## src/rtl/collision_scan.sv

```systemverilog
// collision_scan: walks the 16 cells of the 4x4 piece window, reads the
// playfield for every filled in-bounds cell and reports one collision verdict.
// A filled cell collides if it lies past a field edge or lands on an occupied
// field cell. Edge hits are found without a read so field_index never aliases.
module collision_scan #(
  parameter int FIELD_W = 20,
  parameter int FIELD_H = 24
) (
  input  logic        clk,
  input  logic        rst,
  input  logic        start,
  input  logic [4:0]  block_pos_x,
  input  logic [4:0]  block_pos_y,
  input  logic [15:0] shape,
  output logic [4:0]  b_x,
  output logic [4:0]  b_y,
  input  logic [4:0]  block_index,
  input  logic [8:0]  field_index,
  output logic        field_rd_en,
  output logic [8:0]  field_rd_addr,
  input  logic        field_rd_data,
  output logic        busy,
  output logic        done,
  output logic        collision
);

  typedef enum logic [1:0] {IDLE, SCAN, DRAIN, DONE} state_t;

  localparam logic [5:0] FW6 = 6'(FIELD_W);
  localparam logic [5:0] FH6 = 6'(FIELD_H);

  state_t     state_q, state_d;
  logic [3:0] cnt_q, cnt_d;
  logic       pend_q, pend_d;
  logic       oob_hit_q, oob_hit_d;
  logic       hit_q, hit_d;
  logic       coll_q, coll_d;

  logic [5:0] sum_x, sum_y;
  logic       sb, oob, rd_en, hit_now;

  // The counter wraps to 0 after cell 15, so b_x/b_y are 0 outside SCAN.
  assign b_x = {3'b000, cnt_q[1:0]};
  assign b_y = {3'b000, cnt_q[3:2]};

  // Per-cell evaluation of the presented cell; 6-bit sums cannot wrap.
  always_comb begin
    sum_x   = {1'b0, block_pos_x} + {1'b0, b_x};
    sum_y   = {1'b0, block_pos_y} + {1'b0, b_y};
    sb      = block_index[4] ? 1'b0 : shape[block_index[3:0]];
    oob     = (sum_x >= FW6) || (sum_y >= FH6);
    rd_en   = (state_q == SCAN) && sb && !oob;
    hit_now = hit_q | oob_hit_q | (pend_q & field_rd_data);
  end

  assign field_rd_en   = rd_en;
  assign field_rd_addr = rd_en ? field_index : 9'd0;
  assign busy          = (state_q == SCAN) || (state_q == DRAIN);
  assign done          = (state_q == DONE);
  assign collision     = coll_q;

  // Next-state logic: cell stepping and hit accumulation one cycle behind the read.
  always_comb begin
    state_d   = state_q;
    cnt_d     = cnt_q;
    pend_d    = 1'b0;
    oob_hit_d = 1'b0;
    hit_d     = hit_q;
    coll_d    = coll_q;
    case (state_q)
      IDLE: begin
        if (start) begin
          state_d = SCAN;
          cnt_d   = 4'd0;
          hit_d   = 1'b0;
        end
      end
      SCAN: begin
        hit_d     = hit_now;
        pend_d    = rd_en;
        oob_hit_d = sb & oob;
        cnt_d     = cnt_q + 4'd1;
        if (cnt_q == 4'd15) state_d = DRAIN;
      end
      DRAIN: begin
        hit_d   = hit_now;
        coll_d  = hit_now;
        state_d = DONE;
      end
      DONE: begin
        state_d = IDLE;
      end
      default: state_d = IDLE;
    endcase
  end

  // State and pipeline registers; reset clears everything including the verdict.
  always_ff @(posedge clk or posedge rst) begin
    if (rst) begin
      state_q   <= IDLE;
      cnt_q     <= 4'd0;
      pend_q    <= 1'b0;
      oob_hit_q <= 1'b0;
      hit_q     <= 1'b0;
      coll_q    <= 1'b0;
    end else begin
      state_q   <= state_d;
      cnt_q     <= cnt_d;
      pend_q    <= pend_d;
      oob_hit_q <= oob_hit_d;
      hit_q     <= hit_d;
      coll_q    <= coll_d;
    end
  end

endmodule

```

## config.mk

```make
export PLATFORM = sky130hd
export DESIGN_NAME = collision_scan
export DESIGN_NICKNAME = d
export VERILOG_FILES = /design/src/rtl/collision_scan.sv
export SDC_FILE = /design/constraint.sdc
export NUM_CORES = 1
export LEC_CHECK = 0
export CAP_MARGIN = 20
export CORE_MARGIN = 2
export CORE_UTILIZATION = 40
export DETAILED_ROUTE_END_ITERATION = 7
export GPL_TIMING_DRIVEN = 0
export PLACE_DENSITY_LB_ADDON = 0.15
export SYNTH_ARGS = -nofsm -noshare
export SYNTH_HDL_FRONTEND = slang
export SYNTH_SLANG_ARGS = --single-unit
```

## constraint.sdc

```tcl
create_clock -name clk -period 4.8 [get_ports clk]
set_clock_uncertainty 0.1 [all_clocks]
set_input_delay 0.72 -clock clk [delete_from_list [all_inputs] [get_ports clk]]
set_output_delay 0.72 -clock clk [all_outputs]
set_load 0.03 [all_outputs]
```

# Word level (Yosys, flattened, before mapping)
# Index checks and enable logic that the tools add are counted.
# W data, S select, Z words.
word_totals:
  reg_bits: 10
  out_inout_bits: 23
  word_cells: 47
classes:
  add_sub_neg: 3
  order_cmp: 3
  n_eq_ne: 6
  muxes: 13
  bitwise_logic: 4
  n_reduce_logical: 12
op_table:
  columns: ["op", "count"]
  rows:
  - ["$add A5 B2 Y6", 2]
  - ["$ge A6 B5 Y1 const B", 2]
  - ["$mux W9", 1]
  - ["$pmux W2 S4", 1]
  - ["$pmux W4 S2", 1]
  - ["$reduce_and A2 Y1", 3]
  - ["$lt A4 B5 Y1 const B", 1]
  - ["$mux W1", 5]
  - ["$add A4 B1 Y4 const B", 1]
  - ["$bmux W1 S4", 1]
  - ["$eq A2 B2 Y1 const B", 2]
  - ["$eq A4 B4 Y1 const B", 1]
  - ["$mux W2", 2]
  - ["$mux W4", 1]
  - ["$reduce_bool A2 Y1", 2]
  - ["$and A1 B1 Y1", 2]
  - ["$eq A2 B1 Y1 const B", 1]
  - ["$logic_and A1 B1 Y1", 2]
  - ["$logic_not A2 Y1", 1]
  - ["$logic_or A1 B1 Y1", 2]
  - ["$ne A2 B1 Y1 const B", 1]
  - ["$ne A2 B2 Y1 const B", 1]
  - ["$or A1 B1 Y1", 2]
  - ["$pmux W1 S2", 1]
  - ["2 further kinds", 2]

# Longest topological paths before layout
logic_depth:
  depth_word: 6
  depth_mapped: 7
  ltp_nobuf: 6

# Worst setup path after synthesis
# No wires, ideal clock.
synth_timing:
  path_kind: "input to output"
  start: "input port block_pos_x[0]"
  end: "output port field_rd_addr[8]"
  arrival_time_ns: 2.838
  required_time_ns: 3.980
  slack_ns: 1.142
  stages: 6
  cell_sequence: "ha_1 -> fa_1 -> o31ai_1 -> a41oi_1 -> or4_4 -> a211oi_1"
synth_via:
  elab_chain_cells: 6
synth_lines:
  columns: ["item", "line", "text"]
  rows:
  - ["start: declaration", "12", "input logic [4:0] block_pos_x,"]
  - ["$add A5 B2 Y6", "48", "sum_x = {1'b0, block_pos_x} + {1'b0, b_x};"]
  - ["$ge A6 B5 Y1", "51", "oob = (sum_x >= FW6) || (sum_y >= FH6);"]
  - ["$logic_or A1 B1 Y1", "51", null]
  - ["$logic_not A1 Y1", "52", "rd_en = (state_q == SCAN) && sb && !oob;"]
  - ["$logic_and A1 B1 Y1", "52", null]
  - ["$mux W9", "57", "assign field_rd_addr = rd_en ? field_index : 9'd0;"]
  - ["end: declaration", "20", "output logic [8:0] field_rd_addr,"]
# No other way between the ends.

# Worst setup path after layout
layout_timing:
  start: "input port block_pos_x[0]"
  end: "output port field_rd_addr[2]"
# The elaborated chain is that of the path after synthesis.

==> metrics.md <==
| Metric | Value |
|---|---|
| TritonRoute pass-1 iters | `4` |
| Hold/Removal Path Class | `register to register` |
| Sw frac | `45.8%` |
| Routed len/inst | `around 13 um` |
| Placed Area | `1730 um2` |
| Crit-path cells | `clkdlybuf4s50_1 > ha_1 > fa_1 > o31ai_1 > a41oi_1 > or4_4 > buf_6 > a211oi_2 > clkdlybuf4s50_1` |
| Area occupied by multi-input gates | `699 um2` |
| Reg area | `around 250 um2` |
| Setup_tns | `0 ps` |
| CTS tree | `built` |
| Grt ovf | `0` |
| Site row count | `18` |
| CP arrival | `3650 ps` |
| RSZ-0062 raised after global routing | `false` |
| Number of buffers created by CTS | `3` |
| DIE WIDTH | `between 50 and 60 um` |
| Power Density | `roughly 360 nW/um2` |
| DR DRC count | `0` |
| Gates resized, CTS repair | `0` |
| Number of antenna violations at the first check in global routing | `0` |
| Status | `finished clean` |
| Max clock buf depth | `2` |
| # Post-CTS Setup Buffers | `0` |
| Period utilization | `between 90 and 100%` |
| Avg Cell Area, Syn | `9.24 um2` |
| Die area | `3130 um2` |
| I/O pin cnt | `between 60 and 70` |
| CTS Hold Bufs | `0` |
| Dominant cells by area after synthesis | `dfrtp_1, ha_1, a211oi_2` |
| Routed vias | `~1100` |
| Power share of the clock group | `between 10% and 20%` |
| Post-Syn Area | `1080 um2` |
| Worst-skew pair later-pin latency | `approximately 260 ps` |
| Core area | `around 2500 um2` |
| Area grow syn2layout | `63.2%` |
| Vias in the first global route | `1093` |
| CTS H-tree depth | `1` |
| Synth area leader | `dfrtp_1` |
| Sw power | `slightly below 0.0003 W` |
| Filler instances | `215` |
| Post-synth cell types | `36` |
| Total power | `around 0.00064 W` |
| Layout cells sized above 1 | `15.1%` |
| Tmin final | `between 4000 and 5000 ps` |
| Seq pwr share | `between 20% and 30%` |
| Drt total wl | `2760 um` |
| Max-slew violation count | `0` |
| Worst-path fanout max | `10` |
| CP dominant cell by count | `clkdlybuf4s50_1` |
| Top_reg_cell synth | `dfrtp_1` |
| Leakage power | `a little under 0.8 nW` |
| Placer Congestion | `between 0.7 and 0.8` |
| Final instance area | `about 1800 um2` |
| Synth Register Bits | `10` |
| CP Buf/Inv Count | `3` |
| Count leader, synth | `inv_1` |
| Initial Util | `between 40% and 50%` |
| Worst VDD drop | `~430 uV` |
| Top Family by Delay on Critical Path | `buffers and inverters` |
| Maxcap violations | `0` |
| 1st-iter DRT viols | `20` |
| DP HPWL | `approximately 2300 um` |
| Worst Path Required | `roughly 4000 ps` |
| Gr usage total | `between 10% and 20%` |
| Synth warn | `0` |
| Worst setup SP type | `primary input` |
| Port Buffers | `59` |
| Die height | `roughly 56 um` |
| Clock Sinks | `10` |
| ANT cells | `0` |
| Share of synthesized registers carrying an async set or reset | `100%` |
| Int Pwr | `between 0.0003 and 0.0004 W` |
| CP peak stage delay | `700 ps` |
| Largest net degree at the start of global routing | `11` |
| Vias per cell | `5.04` |
| Number of synthesized flops with an enable pin | `0` |
| First-pass GRT wire length | `4520 um` |
| Nets | `241` |
| Max Fclk | `about 220 MHz` |
| Final setup fails | `0` |
| Top cells by count, synth | `inv_1, dfrtp_1, ha_1` |
| Gate power share | `between 60% and 70%` |
| Routed Antenna Nets | `0` |
| Slowest CP cell | `clkdlybuf4s50_1` |
| Crit path kind | `primary input to output pin` |
| Share of the synthesized area in the top cell type | `23.1%` |
| Cells after Synth | `117` |
| Worst-path clk slew | `around 60 ps` |
| Clock root buffer master | `clkbuf_4` |
| Register area share after synthesis | `around 23%` |
| CP endpoint kind | `output pin` |
| Endpoints failing hold | `0` |
==> kinds of logic after synthesis <==
logic type / synth area share (%)
other cells: 0.347
buf+inv: 13.9
simple gates: 12.8
fa+ha+maj: 14.1
mux: 8.80
flops: 23.1
compound gates: 26.9
==> power by group through the flow <==
stage	registers (W)	logic [W]	clock network, W
6_report	0.000156	0.000414	0.0000739
5_1_grt	0.000162	0.000448	0.0000816
4_1_cts	0.000156	0.000416	0.0000761
3_5_place_dp	0.000158	0.000413	0
3_3_place_gp	0.000155	0.000401	0
2_1_floorplan	0.000185	0.000237	0
==> through the flow <==
stage	hold slack (ps)	setup slack [ps]	util (%)	cells
finish	434	335	69.9	215
global route	484	166	69.9	215
CTS	433	308	69.9	215
detailed placement	418	316	68.5	211
global placement	406	373	68.5	211
floorplan	385	1140	-	122
==> cell type report <==
class	count	area share, %
inverter	17	3.62
clock buffer	4	2.06
timing repair buffer	59	33.5
tap	30	2.13
multi-input combinational	84	39.6
buffer	11	4.89
sequential	10	14.2
==> metal layers <==
layer	GRT usage, %	vias up	part of all wire, %
met2	32.4	43	53
li1	-	543	-
met3	5.81	4	7.5
met1	18.9	493	38
met5	0	-	0
met4	7.14	0	1.3
==> worst register-to-register path, delay by kind of cell (launching register included) <==
kind                       cells  cell delay (ps)
AOI/OAI and AO/OA              3              450
and+or+nand+nor                1              460
buffers and inverters          1              170
DFF                            1              430
adders and majority gates      2              650
==> path summary, 6_finish.rpt <==
check	startpoint	endpoint	slack, ps	cells after the start
worst max register to register	cnt_q[0]	pend_q	2470	7
max in group asynchronous	rst	oob_hit_q	3700	2
min in group asynchronous	rst	state_q[1]	630	2
worst min register to register	hit_q	hit_q	430	2
worst min-delay path	hit_q	hit_q	430	2
worst max-delay path	block_pos_x[0]	field_rd_addr[2]	330	9
==> registers in the layout, summed over array words and instances, names as in the netlist <==
register	cells
cnt_q	4
state_q	2
collision	1
hit_q	1
oob_hit_q	1
pend_q	1
==> cell usage in the layout, fill, tap and decap left out, types with 3 or more instances in the layout <==
cell type / count
clkdlybuf4s50_1: 59
inv_1: 17
dfrtp_1: 10
ha_1: 9
buf_4: 8
a211oi_2: 8
nor2_1: 7
a21oi_1: 7
nand2_1: 7
conb_1: 6
mux2i_1: 5
o21ai_0: 4
clkbuf_4: 3
Note: power is estimated with default switching activity, not from simulation.
